<file path="src/rtl/fifo_umbral_param.sv">
// rtl/fifo_umbral_param.sv - parametrised FIFO with programmable almost-empty/almost-full thresholds
module fifo_umbral_param #(
  parameter int DATA_WIDTH = 4,
  parameter int ADDR_WIDTH = 3
) (
  input  logic                  CLOCK,
  input  logic                  RESET,
  input  logic                  PUSH,
  input  logic                  POP,
  input  logic                  FLUSH,
  input  logic [DATA_WIDTH-1:0] DATO_IN,
  input  logic [ADDR_WIDTH:0]   TL,
  input  logic [ADDR_WIDTH:0]   TH,
  output logic [DATA_WIDTH-1:0] DATO_OUT,
  output logic                  VALID_OUT,
  output logic [ADDR_WIDTH:0]   COUNT,
  output logic                  EMPTY,
  output logic                  FULL,
  output logic                  ALMOST_EMPTY,
  output logic                  ALMOST_FULL,
  output logic                  OVERFLOW,
  output logic                  UNDERFLOW,
  output logic                  ERROR
);

  localparam int DEPTH = 2 ** ADDR_WIDTH;
  localparam int CW    = ADDR_WIDTH + 1;
  localparam logic [ADDR_WIDTH:0] DEPTH_C = {1'b1, {ADDR_WIDTH{1'b0}}};

  logic [DATA_WIDTH-1:0] mem_q [DEPTH];
  logic [ADDR_WIDTH-1:0] wp_q, wp_d;
  logic [ADDR_WIDTH-1:0] rp_q, rp_d;
  logic [ADDR_WIDTH:0]   count_q, count_d;
  logic [DATA_WIDTH-1:0] dato_q, dato_d;
  logic                  valid_q, valid_d;
  logic                  ovf_q, ovf_d;
  logic                  udf_q, udf_d;
  logic                  err_q, err_d;
  logic                  full, empty, rd_ok, wr_ok, wr_en;

  // Accept/reject decisions and next-state for pointers, occupancy and read port
  always_comb begin
    full    = (count_q == DEPTH_C);
    empty   = (count_q == '0);
    rd_ok   = POP && !empty;
    // A pop in the same cycle frees the slot, so a full FIFO still takes the push
    wr_ok   = PUSH && (!full || rd_ok);
    wp_d    = wp_q;
    rp_d    = rp_q;
    count_d = count_q;
    dato_d  = dato_q;
    valid_d = 1'b0;
    ovf_d   = 1'b0;
    udf_d   = 1'b0;
    err_d   = err_q;
    wr_en   = 1'b0;
    if (FLUSH) begin
      wp_d    = '0;
      rp_d    = '0;
      count_d = '0;
    end else begin
      wr_en = wr_ok;
      if (wr_ok) begin
        wp_d = wp_q + ADDR_WIDTH'(1);
      end
      if (rd_ok) begin
        rp_d    = rp_q + ADDR_WIDTH'(1);
        dato_d  = mem_q[rp_q];
        valid_d = 1'b1;
      end
      ovf_d = PUSH && !wr_ok;
      udf_d = POP && empty;
      err_d = err_q || ovf_d || udf_d;
      if (wr_ok && !rd_ok) begin
        count_d = count_q + CW'(1);
      end else if (rd_ok && !wr_ok) begin
        count_d = count_q - CW'(1);
      end
    end
  end

  // Control and read-port registers, cleared immediately on reset
  always_ff @(posedge CLOCK or posedge RESET) begin
    if (RESET) begin
      wp_q    <= '0;
      rp_q    <= '0;
      count_q <= '0;
      dato_q  <= '0;
      valid_q <= 1'b0;
      ovf_q   <= 1'b0;
      udf_q   <= 1'b0;
      err_q   <= 1'b0;
    end else begin
      wp_q    <= wp_d;
      rp_q    <= rp_d;
      count_q <= count_d;
      dato_q  <= dato_d;
      valid_q <= valid_d;
      ovf_q   <= ovf_d;
      udf_q   <= udf_d;
      err_q   <= err_d;
    end
  end

  // Storage array; contents survive reset and flush
  always_ff @(posedge CLOCK) begin
    if (wr_en) begin
      mem_q[wp_q] <= DATO_IN;
    end
  end

  // Flags follow the registered occupancy; thresholds are live inputs
  always_comb begin
    DATO_OUT     = dato_q;
    VALID_OUT    = valid_q;
    COUNT        = count_q;
    EMPTY        = (count_q == '0);
    FULL         = (count_q == DEPTH_C);
    ALMOST_EMPTY = (count_q <= TL);
    ALMOST_FULL  = (count_q >= TH);
    OVERFLOW     = ovf_q;
    UNDERFLOW    = udf_q;
    ERROR        = err_q;
  end

endmodule

</file>
<file path="config.mk">
export PLATFORM = sky130hd
export DESIGN_NAME = fifo_umbral_param
export DESIGN_NICKNAME = d
export VERILOG_FILES = /design/src/rtl/fifo_umbral_param.sv
export SDC_FILE = /design/constraint.sdc
export NUM_CORES = 1
export LEC_CHECK = 0
export CAP_MARGIN = 20
export CORE_MARGIN = 10
export CORE_UTILIZATION = 37
export CTS_BUF_LIST = sky130_fd_sc_hd__clkbuf_2
export DETAILED_ROUTE_END_ITERATION = 10
export PLACE_DENSITY = 0.59
export SYNTH_ARGS = -nofsm -noshare
export SYNTH_HDL_FRONTEND = slang
export SYNTH_SLANG_ARGS = --single-unit
</file>
<file path="constraint.sdc">
create_clock -name CLOCK -period 6.7 [get_ports CLOCK]
set_input_delay 2.01 -clock CLOCK [delete_from_list [all_inputs] [get_ports CLOCK]]
set_output_delay 2.01 -clock CLOCK [all_outputs]
set_load 0.02 [all_outputs]
</file>
==> impl_results.md <==
* Cell Area, Synth at 2570 µm²
* Core Rows at 30
* Final Wtd Congestion at 0.754
* Clk slew on worst S/H paths at 230 ps
* Sequential element share of the synthesized area at 55.0%
* Max cap viols at 0
* Vias at 1,616
* Share of post-route cells with drive strength above 1 at 10.8%
* Detail Route met2 WL at 2140 µm
* Fill cells at 641
* Sequential share of power at 44.0%
* Dpl cell area at 2910 µm²
* Drt wl/cell at 15.2 µm
* Total Neg Setup Slack at 0 ps
* PwrDens at 334 nW/µm²
* Die H at 103 µm
* Met3 Routed Length at 250 µm
* Net Switching at 0.362 mW
* DRC viols at 0
* Crit path capture type: output pin
* Hold crit path type: reg -> reg
* Distinct cells, synth at 44
* RSZ-0062 raised after global routing: false
* H-tree levels at 2
* CTS max path bufs at 2
* First-pass GRT wire length at 7760 µm
* Core area at 6760 µm²
* Area occupied by multi-input gates at 1020 µm²
* Place WS at 652 ps
* Req. time, crit path at 4690 ps
* Number of global-route vias before repair at 1,563
* Worst Setup SP: TL[1]
* Post-CTS Resized at 0
* Arr. time, crit path at 4020 ps
* Flop2flop setup slack at 4130 ps
* Register Area at 1410 µm²
* Crit share post-route at 90.0%
* Maximum fanout along the worst path at 2
* Compound-Gate Fraction of Synth Area at 10.2%
* Main synth FF type: edfxtp_1
* Root Buffer: clkbuf_2
* PortBufs at 32
* Core Util, Final at 44.1%
* All-Layer GR Usage at 9.15%
* Final worst slack at 667 ps
* Number of DRC markers in iteration 0 at 69
* Post-synth ARST share at 36.0%
* #FFs+latches synth at 50
* Hold Path Cell Cnt at 1
* Metal-1 WL at 2320 µm
* Antenna violations before repair at 0
* Peak supply drop at 0.0918 mV
* Detail Placement HPWL at 3430 µm
* Status: complete, no violations
* Synth Instances at 202
* Reg-to-Reg Start: COUNT[1]$_DFFE_PP0P_
* Post-Synth XOR/XNOR Area at 2.05%
* Simple-gate share of the synthesized area at 9.90%
* Layout area overhead at 16.0%
* Max Freq at 166 MHz
* Postcts setup bufs at 0
* Largest family of logic cells by synthesized area: multiplexers
* Fin. max-slew vios at 0
* Pint at 0.632 mW
* CTS buffer count at 5
* Die width at 103 µm
* Adder-cell share of the synthesized area at 6.63%
* Switching share of power at 36.4%
* Critical path startpoint category: primary input
* Max layer used: met4
* Io pins at 33
* Yosys warning total at 0
* Hold path start: ERROR$_DFFE_PP0N_
* Mux share of post-synthesis cell area at 10.9%
* Clk_lat worst skew at 420 ps
* Initial core utilization at 38.0%
* Placed Cells at 303
* Antenna viol nets, final at 0
* Syn Nets at 232
* Max_slew headroom at 34.9%
* Die area at 10,700 µm²
* TritonCTS clock tree: yes
* Comb power frac at 40.2%
* Drt pass-1 iters at 4
* Final instance count without filler cells at 311
* Largest net degree at the start of global routing at 19
* Worst Skew at 15.4 ps
* Clk sinks at 50
* Slew @ Worst Pin at 976 ps
* Number of synthesized flops with an enable pin at 32
* Final WL at 4720 µm
* Grt total ovfl at 0
* Static Leak at 1.16 nW
* Design area at 2980 µm²
* Period minus WS final at 6030 ps
* Number of diodes at 0
* Syn_area_per_cell at 12.7 µm²
* Cts hold-fix bufs at 0
* Endpoints failing hold at 0
* Vias per inst at 5.20
* Reg2reg path depth at 8
* Critical setup path kind: in -> out
* Fin nets at 260
* Final setup violation count at 0
* Clock network power share at 15.7%
## registers in the layout, summed over array words and instances (netlist names)
name	cells
mem_q	32
COUNT	4
DATO_OUT	4
rp_q	3
wp_q	3
ERROR	1
OVERFLOW	1
UNDERFLOW	1
VALID_OUT	1
## cells in the mapped netlist (all sizes together), types with 3 or more instances
library cell  count  share of area, %
nand2            13               1.9
a21oi             5              0.97
o21a              3              0.88
buf               6               2.3
a21o              4               1.2
clkbuf            5              0.73
xnor2             4               1.4
nor4              3              0.73
o21ai             8               2.1
ha               12               5.9
inv              15               2.2
or2               3              0.73
dfrtp            18                18
mux2i            19               7.4
edfxtp           32                37
nor2             16               2.3
nor3              6               1.4
a211oi            3               1.1
mux4              4               3.5
## power groups by stage
| stage | clock (mW) | combinational, mW | sequential, mW |
|---|---|---|---|
| after global placement | 0 | 0.401 | 0.446 |
| after CTS | 0.164 | 0.408 | 0.441 |
| after floorplan | 0 | 0.308 | 0.425 |
| final | 0.156 | 0.400 | 0.438 |
| after global routing | 0.170 | 0.447 | 0.448 |
| after detailed placement | 0 | 0.407 | 0.447 |
## stage by stage
step	power [mW]	hold WS, ps
finish	0.995	501
detailed placement	0.854	459
CTS	1.01	508
floorplan	0.733	593
global placement	0.847	456
global route	1.07	548
## kinds of logic (layout without fill, tap and decap cells)
family          Yosys count  in the layout
compound gates           32             32
xor+xnor                  6              6
fa+ha+maj                13             13
buf+inv                  26             55
flops                    50             50
mux                      23             23
simple gates             52             52
## cells in the final DEF, fill, tap and decap left out, types with 4 or more instances in the layout
cell              n
mux2i_1          19
dfrtp_1          18
ha_1             12
a21o_1            4
nor2_1           16
clkdlybuf4s50_1  32
nand2_1          13
clkbuf_2          5
o21ai_2           4
inv_1            15
mux4_2            4
nor3_1            5
edfxtp_1         32
xnor2_1           4
o21ai_0           4
a21oi_1           5
## worst max-delay path: stages
cell	delay, ps
clkdlybuf4s50_1	450
inv_1	40
ha_1	290
nor2b_1	140
o21a_1	160
o21a_1	160
o21ai_0	140
clkdlybuf4s50_1	630
## layer usage
metal / up-vias / global-route usage, %
li1: 793 / -
met1: 785 / 12.7
met2: 34 / 13.7
met3: 4 / 2.06
met4: 0 / 2.99
met5: - / 0
## area by class of cell
cell class	instances	area share [%]
flip-flops and latches	50	47.4
multi-input cells	126	34.2
repair buffers	32	10.8
well taps	80	3.36
inverters	15	1.89
clock inverters	3	1.51
clock buffers	5	0.840
## path summary, 6_finish.rpt
check / to
hold / removal: ERROR$_DFFE_PP0N_
max in group asynchronous: DATO_OUT[2]$_DFFE_PP0P_
setup reg to reg: COUNT[3]$_DFFE_PP0P_
setup / recovery: ALMOST_EMPTY
min in group asynchronous: rp_q[2]$_DFFE_PP0P_
hold reg to reg: ERROR$_DFFE_PP0N_
No activity file was read; power rests on OpenSTA's default activity.
